**src/rtl/gpio_inproc_pkg.sv**
```systemverilog
// gpio_inproc shared constants.
// Default sizing and debounce counter width helper.
package gpio_inproc_pkg;

    localparam int DEF_N_PADS     = 16;
    localparam int DEF_W_PRESCALE = 8;
    localparam int DEF_DB_TICKS   = 4;
    localparam int W_DBCNT        = $clog2(DEF_DB_TICKS + 1);

    function automatic int db_cnt_w(input int ticks);
        return $clog2(ticks + 1);
    endfunction

endpackage

```
**src/rtl/gpio_debounce_bit.sv**
```systemverilog
// One pad: 2-flop sync, tick-driven debounce, edge detect, sticky status.
// Ports: clk, rst_n, padin, tick, enables/clears in; sync/db/status out.
module gpio_debounce_bit
    import gpio_inproc_pkg::*;
#(
    parameter int DB_TICKS = DEF_DB_TICKS
) (
    input  logic clk,
    input  logic rst_n,
    input  logic padin,
    input  logic tick,
    input  logic db_en,
    input  logic rise_en,
    input  logic fall_en,
    input  logic rise_clr,
    input  logic fall_clr,
    output logic pad_sync,
    output logic pad_db,
    output logic rise_stat,
    output logic fall_stat
);

    localparam int W_CNT = db_cnt_w(DB_TICKS);
    localparam logic [W_CNT-1:0] CNT_LAST = W_CNT'(DB_TICKS - 1);

    logic             sync_q1;
    logic             sync_q2;
    logic             prev;
    logic [W_CNT-1:0] cnt;
    logic             rise;
    logic             fall;

    assign pad_sync = sync_q2;
    assign rise     = pad_db & ~prev;
    assign fall     = ~pad_db & prev;

    always_ff @(posedge clk or negedge rst_n) begin
        if (!rst_n) begin
            sync_q1 <= 1'b0;
            sync_q2 <= 1'b0;
        end else begin
            sync_q1 <= padin;
            sync_q2 <= sync_q1;
        end
    end

    // A differing sample must persist for DB_TICKS consecutive ticks;
    // any agreeing tick restarts the run.
    always_ff @(posedge clk or negedge rst_n) begin
        if (!rst_n) begin
            cnt    <= '0;
            pad_db <= 1'b0;
        end else if (!db_en) begin
            cnt    <= '0;
            pad_db <= sync_q2;
        end else if (tick) begin
            if (sync_q2 == pad_db) begin
                cnt <= '0;
            end else if (cnt == CNT_LAST) begin
                cnt    <= '0;
                pad_db <= sync_q2;
            end else begin
                cnt <= cnt + W_CNT'(1);
            end
        end
    end

    // Set has priority over a coincident clear.
    always_ff @(posedge clk or negedge rst_n) begin
        if (!rst_n) begin
            prev      <= 1'b0;
            rise_stat <= 1'b0;
            fall_stat <= 1'b0;
        end else begin
            prev      <= pad_db;
            rise_stat <= (rise_stat & ~rise_clr) | (rise & rise_en);
            fall_stat <= (fall_stat & ~fall_clr) | (fall & fall_en);
        end
    end

endmodule

```
**src/rtl/gpio_inproc.sv**
```systemverilog
// GPIO pad-input conditioning: shared prescaler, per-pad debounce, irq.
// Ports: clk, rst_n, padin/enables/clears in; sync, db, stat, irq out.
module gpio_inproc
    import gpio_inproc_pkg::*;
#(
    parameter int N_PADS     = DEF_N_PADS,
    parameter int W_PRESCALE = DEF_W_PRESCALE,
    parameter int DB_TICKS   = DEF_DB_TICKS
) (
    input  logic              clk,
    input  logic              rst_n,
    input  logic [N_PADS-1:0] padin,
    input  logic [N_PADS-1:0] db_en,
    input  logic [N_PADS-1:0] rise_en,
    input  logic [N_PADS-1:0] fall_en,
    input  logic [N_PADS-1:0] rise_clr,
    input  logic [N_PADS-1:0] fall_clr,
    output logic [N_PADS-1:0] pad_sync,
    output logic [N_PADS-1:0] pad_db,
    output logic [N_PADS-1:0] rise_stat,
    output logic [N_PADS-1:0] fall_stat,
    output logic              irq
);

    logic [W_PRESCALE-1:0] pre;
    logic                  tick;

    // Tick on the all-ones count, then wrap naturally to 0.
    assign tick = &pre;

    always_ff @(posedge clk or negedge rst_n) begin
        if (!rst_n) begin
            pre <= '0;
        end else begin
            pre <= pre + W_PRESCALE'(1);
        end
    end

    for (genvar i = 0; i < N_PADS; i++) begin : g_pad
        gpio_debounce_bit #(
            .DB_TICKS (DB_TICKS)
        ) u_bit (
            .clk       (clk),
            .rst_n     (rst_n),
            .padin     (padin[i]),
            .tick      (tick),
            .db_en     (db_en[i]),
            .rise_en   (rise_en[i]),
            .fall_en   (fall_en[i]),
            .rise_clr  (rise_clr[i]),
            .fall_clr  (fall_clr[i]),
            .pad_sync  (pad_sync[i]),
            .pad_db    (pad_db[i]),
            .rise_stat (rise_stat[i]),
            .fall_stat (fall_stat[i])
        );
    end

    always_ff @(posedge clk or negedge rst_n) begin
        if (!rst_n) begin
            irq <= 1'b0;
        end else begin
            irq <= |{rise_stat, fall_stat};
        end
    end

endmodule

```
**config.mk**
```make
export PLATFORM = sky130hd
export DESIGN_NAME = gpio_inproc
export DESIGN_NICKNAME = d
export VERILOG_FILES = /design/src/rtl/gpio_inproc_pkg.sv /design/src/rtl/gpio_debounce_bit.sv /design/src/rtl/gpio_inproc.sv
export SDC_FILE = /design/constraint.sdc
export NUM_CORES = 1
export LEC_CHECK = 0
export ABC_AREA = 0
export CORE_MARGIN = 5
export CORE_UTILIZATION = 40
export DETAILED_ROUTE_END_ITERATION = 10
export GPL_ROUTABILITY_DRIVEN = 0
export MAX_ROUTING_LAYER = met4
export PLACE_DENSITY = 0.71
export SLEW_MARGIN = 20
export SYNTH_ARGS = -nofsm -noshare
export SYNTH_HDL_FRONTEND = slang
export SYNTH_HIERARCHICAL = 1
export SYNTH_SLANG_ARGS = --single-unit
```
**constraint.sdc**
```tcl
create_clock -name clk -period 2.53 [get_ports clk]
set_input_delay 0.3795 -clock clk [delete_from_list [all_inputs] [get_ports clk]]
set_output_delay 0.3795 -clock clk [all_outputs]
set_load 0.05 [all_outputs]
```
[Yosys cells after proc, flatten, opt, wreduce, memory -nomap -nowiden]
Cells that the tools add are included.
W data, S select, Z words.
Cells by class
  eq/ne operators: 80
  $lt $le $gt $ge: 0
  multiply operators: 0
  shift operators: 0
  bitwise operators: 192
  add/subtract/negate cells: 17
  reduce and logical (&&, ||, !) cells: 18
  multiplexer cells: 128
  div/mod/pow operators: 0
Operators with widths (count)
  $mux W3: 64
  $and A1 B1 Y1: 96
  $mux W1: 64
  $ne A2 B1 Y1 const B: 32
  $not A1 Y1: 64
  $add A3 B1 Y3 const B: 16
  $eq A3 B2 Y1 const B: 16
  $reduce_and A3 Y1: 16
  $ne A2 B2 Y1 const B: 16
  $or A1 B1 Y1: 32
  $reduce_or A32 Y1: 1
  $eq A1 B1 Y1: 16
  $add A8 B1 Y8 const B: 1
  $reduce_and A8 Y1: 1
Word-level totals
  output and inout port bits: 65
  latch bits: 0
  bits in writable memories: 0
  bits in registers: 153
  memory bits (read-only): 0
  memories: 0

[Logic depth before layout (Yosys ltp)]
  word-level depth: 5
  mapped depth: 7
  mapped depth without buffers: 7

[Hierarchy]
Netlist, hierarchy kept.
Modules (own cells, without submodules)
  gpio_debounce_bit at g_pad[10].u_bit ...: area each 355.3 um^2, times used 15, seq. area each 225.2 um^2, cells each 27
  gpio_inproc: area each 417.9 um^2, times used 1, seq. area each 225.2 um^2, cells each 38
  gpio_debounce_bit at g_pad[0].u_bit: area each 360.3 um^2, times used 1, seq. area each 225.2 um^2, cells each 27

[Worst setup path after synthesis]
No wires, ideal clock.
  path type: register to register
  from: register pre[0]
  to: register g_pad[0].u_bit.pad_db
  slack: 0.003 ns
  arrival time: 2.403 ns
  setup time: 0.125 ns
  stages on the path, launching flop included: 7
  clock period less this slack: 2.527 ns
  path through: dfrtp_1 ha_1 nand2_1 nor2_1 and3_1 a21boi_0 mux2_2
Between the ends
  word-level cells in the longest chain between the ends: 3
RTL lines
  from (decl): line gpio_inproc.sv:25  | logic [W_PRESCALE-1:0] pre;
  from (signal assigned): line gpio_inproc.sv:35  | pre <= pre + W_PRESCALE'(1);
  $reduce_and A8 Y1: line gpio_inproc.sv:29  | assign tick = &pre;
  via tick: line gpio_inproc.sv:26  | logic tick;
  $ne A2 B1 Y1 (no line)
  $reduce_and A3 Y1 (no line)
  to (signal assigned): line gpio_debounce_bit.sv:55  | pad_db <= sync_q2;
  to (signal assigned): line gpio_debounce_bit.sv:61  | pad_db <= sync_q2;
  to (decl): line gpio_debounce_bit.sv:18  | output logic pad_db,
The timed path passes the listed nets, and every way through them passes these cells.
A chain may end at the register's enable or synchronous reset.

[Final worst setup path]
  from: register pre[0]
  to: register g_pad[1].u_bit.cnt[0]
Between the ends
  word-level cells in the longest chain between the ends: 2
RTL lines
  $reduce_and A8 Y1: line gpio_inproc.sv:29
  via tick: line gpio_inproc.sv:26
  $ne A2 B1 Y1 (no line)
  to (signal assigned): line gpio_debounce_bit.sv:63  | cnt <= cnt + W_CNT'(1);
  to (decl): line gpio_debounce_bit.sv:29  | logic [W_CNT-1:0] cnt;
The timed path passes the listed nets, and every way through them passes these cells.

==> impl_results.md <==
* Min Tclk post-route at ~2.1 ns
* Number of violations reported at the end of detailed-routing iteration 0 at 155
* CP Capture Point: g_pad[1].u_bit/cnt[0]
* Adder-cell area share of the yosys netlist at 3.482%
* Clk buf depth at 2
* Worst flop-to-flop path startpoint: pre[0]
* Share of final-layout standard cells stronger than drive strength 1 at between 10% and 20%
* Overall die height at 133.6 um
* Worst R2R Path Depth at 8
* Hold/Removal Path Class: reg -> reg
* Number of detailed-routing iterations run before antenna repair at 4
* Initial core utilization at 40.48%
* Final routed wire length divided by cell count at 16.60 um
* Syn_nets at 585
* Static Leakage at 3.873 nW
* Cell area power density at about 730 nW/um^2
* Area growth from synthesis to final layout at 42.15%
* Library cell used as clock root buffer: sky130_fd_sc_hd__clkbuf_16
* Antenna violations before repair at 0
* Resized cells post-CTS at 0
* Instance count of the mapped netlist at 470
* Final cell count without fillers at 858
* Outcome: finished clean
* Unrepaired setup endpoints after global routing: no
* Final global-route overflow total at 0
* Maximum net fanout on the critical path at 20
* Critical path startpoint category: flip-flop
* Number of clock sinks at 153
* Core area at about 15,000 sq um
* IR drop worst, VDD at 455.0 uV
* Number of primary I/O pins at 163
* TritonCTS buffer count at 17
* Antenna violation net count after detailed routing at 0
* Worst Min Path Start: g_pad[9].u_bit/sync_q1
* Count of flip-flops with a built-in enable after synthesis at 0
* Post-Route Setup TNS at 0 ns
* TritonCTS clock tree: done
* Largest net degree at the start of global routing at 63
* Finish-stage setup viols at 0
* Die width at 133.6 um
* Classification of the worst setup path: reg -> reg
* Number of global-route vias before repair at 4,699
* Post-synth cell types at 24
* Source-to-sink clock delay at the later pin of the worst-skew pair at 0.41 ns
* Reg2reg end: g_pad[1].u_bit/cnt[0]
* Largest family of logic cells by synthesized area: simple AND/OR/NAND/NOR gates
* Placed Instances at 826
* Data arrival at the endpoint of the critical path at 2.49 ns
* Max Clock Skew at 0.007146 ns
* Max-cap check violation count at 0
* Multiplexer share of the synthesized area at 5.899%
* Data required, critical path at 2.88 ns
* Part of the Yosys area used for sequential elements at between 60% and 70%
* Count of final max-slew check failures at 0
* Actual slew at the worst max-slew pin at 0.6819 ns
* Portion of the clock cycle consumed by the worst path in the final layout at a little over four fifths
* Synth Register Bits at 153
* Relative slew slack at between 50 and 60%
* Share of synthesized cell area in and, or, nand and nor gates at around 14%
* # rows at 45
* DRC violation count after routing at 0
* Synthesized-area fraction occupied by ao, oa, aoi and oai cells at roughly 8.5%
* Avg Synthesized Cell Area at 13.00 sq um
* Nature of the critical path endpoint: flip-flop
* Total Nets Final at between 700 and 800
* Die Footprint at 17,840 sq um
* Deepest level of the CTS H-tree at 4
* Final wirelength at 14.24 mm
* Critical Path Source: pre[0]
* Post-synthesis cell area at 6108 sq um
* Final antenna diode count at 0
* Port bufs at 162
* FMAX at 0.4682 GHz
* Overall routing resource usage at 17.10%
* Fill cell count at 1,228
* Wire length of the first global-routing pass at 23.36 mm
* Synth Warn # at 6
* Placed wire-length estimate at about 11 mm
* Total number of vias at ~4.3k
* Hold Fails Final Rpt at 0
* XOR/XNOR share of the synthesized area at 3.154%
* Leading register cell type out of synthesis: sky130_fd_sc_hd__dfrtp_1
* Detailed-route vias per instance at 4.973
* Proportion of register bits with asynchronous set or reset after synthesis at between 90% and 100%
* Reg2reg setup slack at 0.39 ns
* Clock-pin slew on the worst setup and hold paths at 0.06 ns
[layout make-up]
type                       count  area (sq um)  share of cell area (%)
sequential                   153          3829                   44.09
clock inverter                 8         115.1                   1.326
tap                          188         235.2                   2.709
inverter                      34         127.6                   1.470
clock buffer                  23         508.0                   5.850
timing repair buffer         169          1715                   19.76
multi-input combinational    283          2153                   24.80
[critical path, stage by stage (launching register included)]
cell and delay [ns]:
sky130_fd_sc_hd__dfrtp_1 0.37, sky130_fd_sc_hd__ha_1 0.21, sky130_fd_sc_hd__nand2_1 0.06, sky130_fd_sc_hd__nor2_1 0.18, sky130_fd_sc_hd__and3_2 0.43, sky130_fd_sc_hd__buf_4 0.30
sky130_fd_sc_hd__nand2_1 0.09, sky130_fd_sc_hd__nor3_2 0.22, sky130_fd_sc_hd__mux2_2 0.18
[state kept, by name, summed over array words and instances, names as in the netlist]
name	count
g_pad.u_bit/pad_db	16
g_pad.u_bit/fall_stat	16
irq	1
g_pad.u_bit/sync_q1	16
pre	8
g_pad.u_bit/rise_stat	16
g_pad.u_bit/pad_sync	16
g_pad.u_bit/prev	16
g_pad.u_bit/cnt	48
[what timing repair did]
item                       CTS  global route
setup endpoints to repair    0             0
hold endpoints to repair    60             0
hold buffers                 1             0
setup buffers                0             0
[power by group]
part / leakage [nW] / switching [mW] / internal, mW
Combinational: 1.62 / 0.585 / 0.420
Clock: 0.315 / 0.924 / 1.70
Sequential: 1.94 / 0.138 / 2.58
Total: 3.87 / 1.65 / 4.70
[cells in the mapped netlist, types with 2 or more instances]
cell type / instances / area [sq um]
sky130_fd_sc_hd__a22o_1: 16 / 140.1
sky130_fd_sc_hd__nand3b_1: 16 / 120.1
sky130_fd_sc_hd__o21ai_0: 32 / 160.2
sky130_fd_sc_hd__nor2_1: 2 / 7.510
sky130_fd_sc_hd__mux2_2: 32 / 360.4
sky130_fd_sc_hd__nor4_1: 8 / 50.05
sky130_fd_sc_hd__and3_1: 17 / 106.4
sky130_fd_sc_hd__nor2b_2: 15 / 131.4
sky130_fd_sc_hd__nand2_1: 34 / 127.6
sky130_fd_sc_hd__o22ai_1: 16 / 100.1
sky130_fd_sc_hd__nor2b_1: 16 / 100.1
sky130_fd_sc_hd__nor3_2: 17 / 170.2
sky130_fd_sc_hd__inv_1: 34 / 127.6
sky130_fd_sc_hd__ha_1: 17 / 212.7
sky130_fd_sc_hd__xnor2_1: 19 / 166.4
sky130_fd_sc_hd__nand3_1: 2 / 10.01
sky130_fd_sc_hd__dfrtp_1: 153 / 3829
sky130_fd_sc_hd__a21boi_1: 15 / 112.6
sky130_fd_sc_hd__nand4_1: 2 / 12.51
sky130_fd_sc_hd__xor2_1: 3 / 26.28
[how the worst min path moves through the flow]
stage | to | slack [ns] | cells past startpoint
after floorplan | g_pad[0].u_bit/cnt[0] | 0.08 | 0
after global routing | g_pad[9].u_bit/pad_sync | 0.35 | 0
after CTS | g_pad[5].u_bit/pad_sync | 0.35 | 0
final | g_pad[9].u_bit/pad_sync | 0.35 | 0
after global placement | g_pad[12].u_bit/pad_sync | 0.33 | 0
after detailed placement | g_pad[12].u_bit/pad_sync | 0.33 | 0
[through the flow]
| stage | power (mW) | hold WS (ns) | instance area (sq um) | setup WS, ns | utilization [%] |
|---|---|---|---|---|---|
| after global routing | 6.594 | 0.3507 | 8683 | 0.2064 | 57.55 |
| after CTS | 6.421 | 0.3477 | 8683 | 0.3779 | 57.55 |
| after global placement | 3.758 | 0.3327 | 8050 | 0.5333 | 53.35 |
| after floorplan | 3.252 | 0.08391 | 6108 | 0.002541 | - |
| after detailed placement | 3.778 | 0.3347 | 8050 | 0.4186 | 53.35 |
| final | 6.346 | 0.3463 | 8683 | 0.3941 | 57.55 |
[kinds of logic (layout without fill, tap and decap cells)]
| kind of cell | Yosys count | in the layout |
|---|---|---|
| mux | 32 | 32 |
| simple gates | 132 | 132 |
| xor+xnor | 22 | 22 |
| compound gates | 80 | 80 |
| flops | 153 | 153 |
| buf+inv | 34 | 234 |
| fa+ha+maj | 17 | 17 |
[layer usage]
metal	routed length, um	track usage (%)
met1	6391	21.41
met2	6844	26.55
met3	834	5.363
met4	174	5.714
met5	0	-
[layout by cell type, fill, tap and decap left out]
cell                              Yosys  routed
sky130_fd_sc_hd__a21boi_0             1       1
sky130_fd_sc_hd__a21boi_1            15      15
sky130_fd_sc_hd__a22o_1              16      16
sky130_fd_sc_hd__and3_1              17      16
sky130_fd_sc_hd__and3_2               0       1
sky130_fd_sc_hd__buf_12               0       3
sky130_fd_sc_hd__buf_4                0       3
sky130_fd_sc_hd__buf_6                0       1
sky130_fd_sc_hd__bufinv_16            0       3
sky130_fd_sc_hd__clkbuf_16            0      17
sky130_fd_sc_hd__clkbuf_8             0       6
sky130_fd_sc_hd__clkdlybuf4s50_1      0     161
sky130_fd_sc_hd__clkinv_2             0       5
sky130_fd_sc_hd__dfrtp_1            153     153
sky130_fd_sc_hd__dlygate4sd3_1        0       1
sky130_fd_sc_hd__ha_1                17      17
sky130_fd_sc_hd__inv_1               34      34
sky130_fd_sc_hd__mux2_2              32      32
sky130_fd_sc_hd__nand2_1             34      34
sky130_fd_sc_hd__nand3_1              2       2
sky130_fd_sc_hd__nand3_2              1       1
sky130_fd_sc_hd__nand3b_1            16      16
sky130_fd_sc_hd__nand4_1              2       2
sky130_fd_sc_hd__nor2_1               2       2
sky130_fd_sc_hd__nor2b_1             16      16
sky130_fd_sc_hd__nor2b_2             15      15
sky130_fd_sc_hd__nor2b_4              1       1
sky130_fd_sc_hd__nor3_2              17      17
sky130_fd_sc_hd__nor4_1               8       8
sky130_fd_sc_hd__o21ai_0             32      32
sky130_fd_sc_hd__o22ai_1             16      16
sky130_fd_sc_hd__or2_1                1       1
sky130_fd_sc_hd__xnor2_1             19      19
sky130_fd_sc_hd__xor2_1               3       3
(Power assumes the default switching activity.)
